File: config.mk
export PLATFORM = sky130hd
export DESIGN_NAME = store_buffer_flat
export DESIGN_NICKNAME = d
export VERILOG_FILES = /design/src/rtl/store_buffer_pkg.sv /design/src/rtl/store_buffer_if.sv /design/src/rtl/sb_fifo.sv /design/src/rtl/store_buffer.sv /design/src/flat_wrapper.sv
export SDC_FILE = /design/constraint.sdc
export NUM_CORES = 1
export LEC_CHECK = 0
export ABC_AREA = 1
export CAP_MARGIN = 20
export CORE_ASPECT_RATIO = 0.6
export CORE_MARGIN = 10
export CORE_UTILIZATION = 35
export CTS_CLUSTER_DIAMETER = 30
export DETAILED_ROUTE_END_ITERATION = 12
export PLACE_DENSITY_LB_ADDON = 0.2
export SLEW_MARGIN = 20
export SYNTH_ARGS = -nofsm -noshare
export SYNTH_HDL_FRONTEND = slang
export SYNTH_SLANG_ARGS = --single-unit
File: constraint.sdc
create_clock -name clk -period 4.5 [get_ports clk]
set_clock_uncertainty 0.1 [all_clocks]
set_input_delay 0.9 -clock clk [delete_from_list [all_inputs] [get_ports clk]]
set_output_delay 0.9 -clock clk [all_outputs]
set_load 0.03 [all_outputs]
File: src/rtl/store_buffer_pkg.sv
`default_nettype none
// ============================================================================
// Module   : store_buffer_pkg
// Purpose  : Shared default sizes, state encoding and entry layout for the
//            CPU posted-write store buffer.
// Revision : 1.0
// ============================================================================
package store_buffer_pkg;

    localparam int c_DEPTH  = 4;
    localparam int c_ADDR_W = 32;
    localparam int c_DATA_W = 32;

    typedef enum logic [1:0] {
        IDLE = 2'd0,
        LOAD = 2'd1,
        DONE = 2'd2
    } sb_state_t;

    // Word address (byte address without bits [1:0]) plus store data.
    typedef struct packed {
        logic [c_ADDR_W-3:0] addr;
        logic [c_DATA_W-1:0] data;
    } sb_entry_t;

endpackage
`default_nettype wire

File: src/rtl/store_buffer_if.sv
`default_nettype none
// ============================================================================
// Module   : store_buffer_if
// Purpose  : CPU data port and memory port of the store buffer, bundled.
// Revision : 1.0
// ============================================================================
interface store_buffer_if
    import store_buffer_pkg::*;
#(
    parameter int ADDR_W = c_ADDR_W,
    parameter int DATA_W = c_DATA_W
) ();

    logic              cpu_we;
    logic              cpu_re;
    logic [ADDR_W-1:0] cpu_addr;
    logic [DATA_W-1:0] cpu_wd;
    logic [DATA_W-1:0] cpu_rd;
    logic              cpu_stall;
    logic              mem_req;
    logic              mem_we;
    logic [ADDR_W-1:0] mem_addr;
    logic [DATA_W-1:0] mem_wd;
    logic              mem_ack;
    logic [DATA_W-1:0] mem_rdata;

    modport slave (
        input  cpu_we, cpu_re, cpu_addr, cpu_wd, mem_ack, mem_rdata,
        output cpu_rd, cpu_stall, mem_req, mem_we, mem_addr, mem_wd
    );

    modport master (
        output cpu_we, cpu_re, cpu_addr, cpu_wd, mem_ack, mem_rdata,
        input  cpu_rd, cpu_stall, mem_req, mem_we, mem_addr, mem_wd
    );

endinterface
`default_nettype wire

File: src/rtl/sb_fifo.sv
`default_nettype none
// ============================================================================
// Module   : sb_fifo
// Purpose  : Circular store queue with head/tail pointers and a count.
//            With STORE_BUFFER_FWD_EN defined it adds a youngest-first lookup.
// Revision : 1.0
// ============================================================================
module sb_fifo
    import store_buffer_pkg::*;
#(
    parameter int DEPTH  = c_DEPTH,
    parameter int ADDR_W = c_ADDR_W,
    parameter int DATA_W = c_DATA_W
) (
    input  logic              clk,
    input  logic              rst,
    input  logic              i_push,
    input  logic [ADDR_W-3:0] i_push_addr,
    input  logic [DATA_W-1:0] i_push_data,
    input  logic              i_pop,
    output logic [ADDR_W-3:0] o_head_addr,
    output logic [DATA_W-1:0] o_head_data,
    output logic              o_full,
    output logic              o_empty
`ifdef STORE_BUFFER_FWD_EN
    ,
    input  logic [ADDR_W-3:0] i_lookup_addr,
    output logic              o_lookup_hit,
    output logic [DATA_W-1:0] o_lookup_data
`endif
);

    localparam int c_PTR_W = $clog2(DEPTH);
    localparam int c_CNT_W = c_PTR_W + 1;

    typedef struct packed {
        logic [ADDR_W-3:0] addr;
        logic [DATA_W-1:0] data;
    } entry_t;

    entry_t               r_mem [DEPTH];
    logic [c_PTR_W-1:0]   r_head;
    logic [c_PTR_W-1:0]   r_tail;
    logic [c_CNT_W-1:0]   r_count;
    logic                 w_push_ok;
    logic                 w_pop_ok;

    assign o_full      = (r_count == c_CNT_W'(DEPTH));
    assign o_empty     = (r_count == '0);
    assign w_push_ok   = i_push && !o_full;
    assign w_pop_ok    = i_pop && !o_empty;
    assign o_head_addr = r_mem[r_head].addr;
    assign o_head_data = r_mem[r_head].data;

    always_ff @(posedge clk) begin
        if (w_push_ok) begin
            r_mem[r_tail] <= '{addr: i_push_addr, data: i_push_data};
        end
    end

    // Power-of-two depth lets the pointers wrap by plain overflow.
    always_ff @(posedge clk) begin
        if (rst) begin
            r_head  <= '0;
            r_tail  <= '0;
            r_count <= '0;
        end else begin
            if (w_push_ok) r_tail <= r_tail + c_PTR_W'(1);
            if (w_pop_ok)  r_head <= r_head + c_PTR_W'(1);
            case ({w_push_ok, w_pop_ok})
                2'b10:   r_count <= r_count + c_CNT_W'(1);
                2'b01:   r_count <= r_count - c_CNT_W'(1);
                default: r_count <= r_count;
            endcase
        end
    end

`ifdef STORE_BUFFER_FWD_EN
    // Walk oldest to youngest so the youngest match wins.
    always_comb begin
        o_lookup_hit  = 1'b0;
        o_lookup_data = '0;
        for (int i = 0; i < DEPTH; i++) begin
            if ((c_CNT_W'(i) < r_count) &&
                (r_mem[r_head + c_PTR_W'(i)].addr == i_lookup_addr)) begin
                o_lookup_hit  = 1'b1;
                o_lookup_data = r_mem[r_head + c_PTR_W'(i)].data;
            end
        end
    end
`endif

endmodule
`default_nettype wire

File: src/rtl/store_buffer.sv
`default_nettype none
// ============================================================================
// Module   : store_buffer
// Purpose  : Posted-write buffer between the CPU data port and a handshaked
//            memory. Load forwarding is enabled by STORE_BUFFER_FWD_EN.
// Revision : 1.0
// ============================================================================
module store_buffer
    import store_buffer_pkg::*;
#(
    parameter int DEPTH  = c_DEPTH,
    parameter int ADDR_W = c_ADDR_W,
    parameter int DATA_W = c_DATA_W
) (
    input  logic          clk,
    input  logic          rst,
    store_buffer_if.slave bus
);

    sb_state_t         r_state;
    sb_state_t         w_next_state;
    logic [DATA_W-1:0] r_rd_q;

    logic              w_push;
    logic              w_pop;
    logic              w_full;
    logic              w_empty;
    logic [ADDR_W-3:0] w_head_addr;
    logic [DATA_W-1:0] w_head_data;
    logic              w_hit;
    logic [DATA_W-1:0] w_hit_data;

    logic              w_stall;
    logic              w_mem_req;
    logic              w_mem_we;
    logic [ADDR_W-1:0] w_mem_addr;
    logic [DATA_W-1:0] w_mem_wd;
    logic [DATA_W-1:0] w_cpu_rd;
    logic              w_unused_addr_lsbs;

    assign w_unused_addr_lsbs = ^bus.cpu_addr[1:0];

    sb_fifo #(
        .DEPTH  (DEPTH),
        .ADDR_W (ADDR_W),
        .DATA_W (DATA_W)
    ) u_fifo (
        .clk           (clk),
        .rst           (rst),
        .i_push        (w_push),
        .i_push_addr   (bus.cpu_addr[ADDR_W-1:2]),
        .i_push_data   (bus.cpu_wd),
        .i_pop         (w_pop),
        .o_head_addr   (w_head_addr),
        .o_head_data   (w_head_data),
        .o_full        (w_full),
        .o_empty       (w_empty)
`ifdef STORE_BUFFER_FWD_EN
        ,
        .i_lookup_addr (bus.cpu_addr[ADDR_W-1:2]),
        .o_lookup_hit  (w_hit),
        .o_lookup_data (w_hit_data)
`endif
    );

`ifndef STORE_BUFFER_FWD_EN
    assign w_hit      = 1'b0;
    assign w_hit_data = '0;
`endif

    always_ff @(posedge clk) begin
        if (rst) r_state <= IDLE;
        else     r_state <= w_next_state;
    end

    always_ff @(posedge clk) begin
        if (rst) begin
            r_rd_q <= '0;
        end else if (r_state == LOAD && bus.mem_ack) begin
            r_rd_q <= bus.mem_rdata;
        end
    end

    always_comb begin
        w_next_state = r_state;
        w_stall      = 1'b0;
        w_mem_req    = 1'b0;
        w_mem_we     = 1'b0;
        w_mem_addr   = '0;
        w_mem_wd     = '0;
        w_cpu_rd     = '0;
        w_push       = 1'b0;
        w_pop        = 1'b0;

        case (r_state)
            IDLE: begin
                if (!w_empty) begin
                    w_mem_req  = 1'b1;
                    w_mem_we   = 1'b1;
                    w_mem_addr = {w_head_addr, 2'b00};
                    w_mem_wd   = w_head_data;
                    w_pop      = bus.mem_ack;
                end
                if (bus.cpu_we) begin
                    w_stall = w_full;
                    w_push  = !w_full;
                end else if (bus.cpu_re) begin
                    if (w_hit) begin
                        w_cpu_rd = w_hit_data;
                    end else begin
                        // The read waits for the queue to drain so it never
                        // overtakes an older store.
                        w_stall = 1'b1;
                        if (w_empty) w_next_state = LOAD;
                    end
                end
            end
            LOAD: begin
                w_mem_req  = 1'b1;
                w_mem_addr = {bus.cpu_addr[ADDR_W-1:2], 2'b00};
                w_stall    = 1'b1;
                if (bus.mem_ack) w_next_state = DONE;
            end
            DONE: begin
                w_cpu_rd     = r_rd_q;
                w_next_state = IDLE;
            end
            default: w_next_state = IDLE;
        endcase

        if (rst) begin
            w_stall   = 1'b0;
            w_cpu_rd  = '0;
            w_mem_req = 1'b0;
            w_mem_we  = 1'b0;
            w_mem_addr = '0;
            w_mem_wd  = '0;
        end
    end

    assign bus.cpu_stall = w_stall;
    assign bus.cpu_rd    = w_cpu_rd;
    assign bus.mem_req   = w_mem_req;
    assign bus.mem_we    = w_mem_we;
    assign bus.mem_addr  = w_mem_addr;
    assign bus.mem_wd    = w_mem_wd;

endmodule
`default_nettype wire

File: src/flat_wrapper.sv
// flat-port wrapper written by rule: the top's interface ports become plain ports
module store_buffer_flat import store_buffer_pkg::*;
#(
    parameter int DEPTH  = c_DEPTH,
    parameter int ADDR_W = c_ADDR_W,
    parameter int DATA_W = c_DATA_W
)
  (clk, rst, bus_cpu_we, bus_cpu_re, bus_cpu_addr, bus_cpu_wd, bus_mem_ack, bus_mem_rdata, bus_cpu_rd, bus_cpu_stall, bus_mem_req, bus_mem_we, bus_mem_addr, bus_mem_wd);
  store_buffer_if #(.ADDR_W(ADDR_W), .DATA_W(DATA_W)) bus_i ();
  input  logic clk;
  input  logic rst;
  input wire logic [$bits(bus_i.cpu_we)-1:0] bus_cpu_we;
  input wire logic [$bits(bus_i.cpu_re)-1:0] bus_cpu_re;
  input wire logic [$bits(bus_i.cpu_addr)-1:0] bus_cpu_addr;
  input wire logic [$bits(bus_i.cpu_wd)-1:0] bus_cpu_wd;
  input wire logic [$bits(bus_i.mem_ack)-1:0] bus_mem_ack;
  input wire logic [$bits(bus_i.mem_rdata)-1:0] bus_mem_rdata;
  output wire logic [$bits(bus_i.cpu_rd)-1:0] bus_cpu_rd;
  output wire logic [$bits(bus_i.cpu_stall)-1:0] bus_cpu_stall;
  output wire logic [$bits(bus_i.mem_req)-1:0] bus_mem_req;
  output wire logic [$bits(bus_i.mem_we)-1:0] bus_mem_we;
  output wire logic [$bits(bus_i.mem_addr)-1:0] bus_mem_addr;
  output wire logic [$bits(bus_i.mem_wd)-1:0] bus_mem_wd;
  assign bus_i.cpu_we = bus_cpu_we;
  assign bus_i.cpu_re = bus_cpu_re;
  assign bus_i.cpu_addr = bus_cpu_addr;
  assign bus_i.cpu_wd = bus_cpu_wd;
  assign bus_i.mem_ack = bus_mem_ack;
  assign bus_i.mem_rdata = bus_mem_rdata;
  assign bus_cpu_rd = bus_i.cpu_rd;
  assign bus_cpu_stall = bus_i.cpu_stall;
  assign bus_mem_req = bus_i.mem_req;
  assign bus_mem_we = bus_i.mem_we;
  assign bus_mem_addr = bus_i.mem_addr;
  assign bus_mem_wd = bus_i.mem_wd;
  store_buffer #(.DEPTH(DEPTH), .ADDR_W(ADDR_W), .DATA_W(DATA_W)) u_core (.clk(clk), .rst(rst), .bus(bus_i));
endmodule
# After elaboration in Yosys (flattened, before gate mapping)
# Memories as Yosys holds them, arrays and structs flattened. A register that Yosys moved wholly into a read port is not among the register bits.
# Index checks and enable logic that the tools add are counted.
# totals
reg_bits	41
ramBits	248
output_inout_bits	99
memories	1
in_bits	101
wordCells	59
# mem_list
name	depth	width	read_ports	rd_clocked_by_memory_dff	write_ports	line_no	text
u_core.u_fifo.r_mem	4	62	1	1	1	sb_fifo.sv:41	entry_t r_mem [DEPTH];
# classes
addsub	4
n_eq_ne	9
reduce_logical	9
mux	31
# ops
cell	n
$mux W32	7
$pmux W32 S2	1
$mux W1	13
$mux W2	6
$ne A2 B2 Y1 const B	3
$pmux W3 S2	1
$add A2 B1 Y2 const B	2
$eq A2 B1 Y1 const B	2
$eq A2 B2 Y1 const B	2
$pmux W1 S2	2
$pmux W2 S2	1
$reduce_and A4 Y1	1
$add A3 B1 Y3 const B	1
$eq A3 B3 Y1 const B	1
$logic_and A1 B1 Y1	3
$logic_not A3 Y1	1
$sub A3 B1 Y3 const B	1
$logic_not A1 Y1	2
$logic_not A2 Y1	1
$ne A2 B1 Y1 const B	1
$reduce_bool A2 Y1	1

# Longest topological paths before layout
# depth
depth_word	7
depth_mapped	12
depth_no_buf	12

# Hierarchy
# Synthesis repeated with hierarchy kept, for this count alone.
# hier_totals
hier_cells	1180
area_unflattened_um2	12931.2
# by_module_without_submodules
module	area_each_um2	cells_each	n_inst	seq_area_each_um2
sb_fifo	10254.8	670	1	7627.3
store_buffer	2676.3	510	1	680.7

# Worst setup path after synthesis
# Ideal clock, no wire load.
# synth_path
path_kind	input to register
start	input port bus_cpu_we
end	memory u_core.u_fifo.r_mem[0][0] in the netlist's numbering, enable pin
required_ns	3.918
arrival_time_ns	3.736
cell_stages	2
path_buffers	0
setup_ns	0.482
slack_ns	0.182
path_cell_list	nand3_1 -> nor2_1
# synth_between
elab_chain_cells	5
# synth_rtl
item	line_no	text
from (decl)	flat_wrapper.sv:12	input wire logic [$bits(bus_i.cpu_we)-1:0] bus_cpu_we;
$mux W1	store_buffer.sv:104	if (bus.cpu_we) begin
$mux W1	store_buffer.sv:95	case (r_state)
$logic_and A1 B1 Y1	sb_fifo.sv:50	assign w_push_ok = i_push && !o_full;
$mux W1	sb_fifo.sv:56	if (w_push_ok) begin
$mux W1 (not written as such)	sb_fifo.sv:57	r_mem[r_tail] <= '{addr: i_push_addr, data: i_push_data};
to (decl)	sb_fifo.sv:41	
# Every way passes these cells.

==> run_results.csv <==
group,metric,value,unit
logic_synthesis,synth-seq-cells,291,
clock_tree,clk_pin_slew,0.05,ns
critical_path,timing.rr.start,"u_core.u_fifo.r_count[1]",
critical_path,reg2regPathDepth,5,
pwr,ir_worst_vdd,0.268,mV
logic_synthesis,synth_top_family_by_area,"simple AND/OR/NAND/NOR gates",
timing,drv_slew,0,
routing,drt_iter0_drc,437,
cells_and_area,layout_commonest_cell,"nand2_1",
critical_path,path_cells,"clkinv_2 > buf_4 > nand2_1 > nand3_1 > nand2_1 > nand2_1 > a21oi_1 > clkdlybuf4s50_1",
logic_synthesis,syn_area,12400,µm²
clock_tree,hold_buffers,0,
place,dp_hpwl,19400,µm
timing,period_share,84.4,%
floorplanning,die_area,43500,µm²
critical_path,cp_slowest_stage_delay,0.73,ns
critical_path,crit_type,"flop to output port",
cells_and_area,layout_common_cells,"256 x nand2_1, 248 x edfxtp_1, 198 x nor2_1",
clock_tree,cts_resized,0,
logic_synthesis,synth_xor_area_share,0,%
timing,rsz0062_at_grt,"false",
critical_path,start_kind,"flop",
critical_path,slowest_stage,"clkdlybuf4s50_1",
routing,drt_wl_total,31600,µm
critical_path,endpoint,"bus_mem_addr[2]",
timing,max_freq,0.263,GHz
logic_synthesis,postSynthAreaPerCell,10.2,µm²
timing,hold_viol_final,0,
clock_tree,clockBufferDepth,3,
routing,ant_nets,0,
global_routing,grt_max_degree,125,
critical_path,cp.arrival,2.80,ns
cells_and_area,fin_nets,1527,
clock_tree,cts.htree.levels,2,
clock_tree,cts_setup_buffers,0,
routing,avgRoutedWirePerCell,16.4,µm
routing,vias_per_cell,4.51,
floorplanning,initial_core_util,35.4,%
flow_run,cap_violations,0,
run_status,status,"complete, no violations",
logic_synthesis,synthDistinctLibCells,25,
floorplanning,fp.dieH,166,µm
critical_path,cp.required,3.50,ns
timing,fin_crit,3.80,ns
floorplanning,rows,53,
place,dpl-instance-area,14700,µm²
worst_hold_path,min_path_type,"flop to flop",
critical_path,cp-end-kind,"output port",
routing,firstDrtPassIters,5,
global_routing,grt_pass1_wl,49300,µm
critical_path,critical_path.max_fanout,32,
global_routing,antenna_found_initial,4,
logic_synthesis,synth_fa_ha_area_share,0.667,%
routing,route.detailed.drc,0,
cells_and_area,final_area,16300,µm²
routing,vias,8708,
timing,relSlewSlack,47.2,%
place,finalWeightedCongestion,0.725,
timing,setup_tns,0,ns
clock_tree,cts_tree,"done",
logic_synthesis,synthSimpleGateAreaFrac,17.1,%
floorplanning,core_area,34900,µm²
clock_tree,clk_latency,0.53,ns
clock_tree,clock-sinks,291,
timing,finalSetupViolCount,0,
clock_tree,cts_buffers,48,
floorplanning,die_w,263,µm
logic_synthesis,synth_mux_area_share,0,%
clock_tree,root_buffer,"clkbuf_16",
logic_synthesis,yosys_warnings,0,
floorplanning,pin_count,200,
global_routing,track_usage,14.1,%
critical_path,crit_top_cell,"nand2_1",
pwr,p_leak,6.44,nW
logic_synthesis,netlist_instances,1214,
logic_synthesis,synth_compound_area_share,7.77,%
timing,worst_slew_pin_slew,0.790,ns
logic_synthesis,seq_area_frac_synth,67.1,%
pwr,cellPowerDensity,580,nW/µm²
place,io_buffers,195,
critical_path,regToRegSetupSlack,2.12,ns
critical_path,regToRegEndpoint,"u_core.u_fifo.r_mem[0][10]",
cells_and_area,layout-drive-gt1-share,15.3,%
cells_and_area,syn2layout_area_growth,31.6,%
global_routing,grt_pass1_vias,8539,
global_routing,gr-total-overflow,0,
## registers in the layout, indices dropped and copies added, names as in the netlist, named ones only
name                   flops
u_core.r_rd_q             32
u_core.r_state             2
u_core.u_fifo.r_count      3
u_core.u_fifo.r_head       2
u_core.u_fifo.r_mem      248
u_core.u_fifo.r_tail       2
## synth_stat cells
cell | number | area [µm²]
fa_1 | 1 | 20.0
a21boi_0 | 1 | 7.51
dfxtp_1 | 43 | 861
buf_1 | 8 | 30.0
inv_1 | 138 | 518
buf_2 | 26 | 130
o21ai_0 | 63 | 315
a21oi_1 | 71 | 355
buf_6 | 4 | 45.0
nand3_2 | 1 | 10.0
clkbuf_1 | 20 | 75.1
nor2_1 | 202 | 758
a21oi_2 | 29 | 254
buf_4 | 10 | 75.1
nor2_4 | 3 | 33.8
ha_1 | 5 | 62.6
nand3_1 | 65 | 325
nor3_1 | 1 | 5.00
inv_2 | 7 | 26.3
nand4_1 | 3 | 18.8
o21ai_1 | 6 | 30.0
nand2_2 | 1 | 6.26
edfxtp_1 | 248 | 7450
nand2_1 | 257 | 965
conb_1 | 1 | 3.75
## worst max-delay path: cells and delay by family, from the launching register on
kind | cells | cell delay, ns
buf+inv | 3 | 1.50
simple gates | 4 | 0.27
flops | 1 | 0.35
compound gates | 1 | 0.15
## area by class of cell
| type | count | area [µm²] |
|---|---|---|
| fill | 3217 | 18700 |
| sequential | 291 | 8310 |
| multi-input combinational | 711 | 3210 |
| timing repair buffer | 223 | 2020 |
| clock buffer | 58 | 1300 |
| tap | 467 | 584 |
| inverter | 145 | 546 |
| clock inverter | 32 | 307 |
| antenna | 2 | 5.00 |
## cell families after synthesis
logic type	after synthesis
AOI/OAI and AO/OA	170
adders and majority gates	6
buffers and inverters	213
DFF	291
other	1
and+or+nand+nor	533
## per-layer routing
metal  vias to the layer above  GRT usage, %  wire length, µm
li1                       4398             -                -
met1                      4068          18.0            14300
met2                       199          22.6            14600
met3                        41          4.57             2250
met4                         2          3.73              455
met5                         -             0               13
## report_power, final
| group | internal (mW) | switching [mW] | total, mW |
|---|---|---|---|
| Sequential | 3.26 | 0.0679 | 3.33 |
| Clock | 2.26 | 1.30 | 3.56 |
| Combinational | 0.832 | 1.73 | 2.56 |
## worst min-delay path by stage
stage	to	cells after the start	slack (ns)	startpoint
after floorplan	u_core.r_rd_q[0]	2	0.35	u_core.r_rd_q[0]
after global placement	u_core.r_rd_q[20]	2	0.36	u_core.r_rd_q[20]
after detailed placement	u_core.r_rd_q[4]	2	0.36	u_core.r_rd_q[4]
after CTS	u_core.r_rd_q[4]	2	0.37	u_core.r_rd_q[4]
after global routing	u_core.r_rd_q[11]	2	0.39	u_core.r_rd_q[11]
final	u_core.r_rd_q[4]	2	0.37	u_core.r_rd_q[4]
## metrics by stage
step | std cells | power [mW] | worst slack (ns) | hold slack (ns) | utilization (%)
final | 1929 | 9.44 | 0.701 | 0.370 | 46.6
after detailed placement | 1837 | 6.00 | 0.943 | 0.364 | 42.0
after CTS | 1927 | 9.60 | 0.600 | 0.371 | 46.6
after global routing | 1928 | 9.96 | 0.417 | 0.389 | 46.6
after global placement | 1837 | 5.97 | 0.948 | 0.358 | 42.0
after floorplan | 1215 | 5.06 | 0.182 | 0.350 | -
No activity file was read; power rests on OpenSTA's default activity.
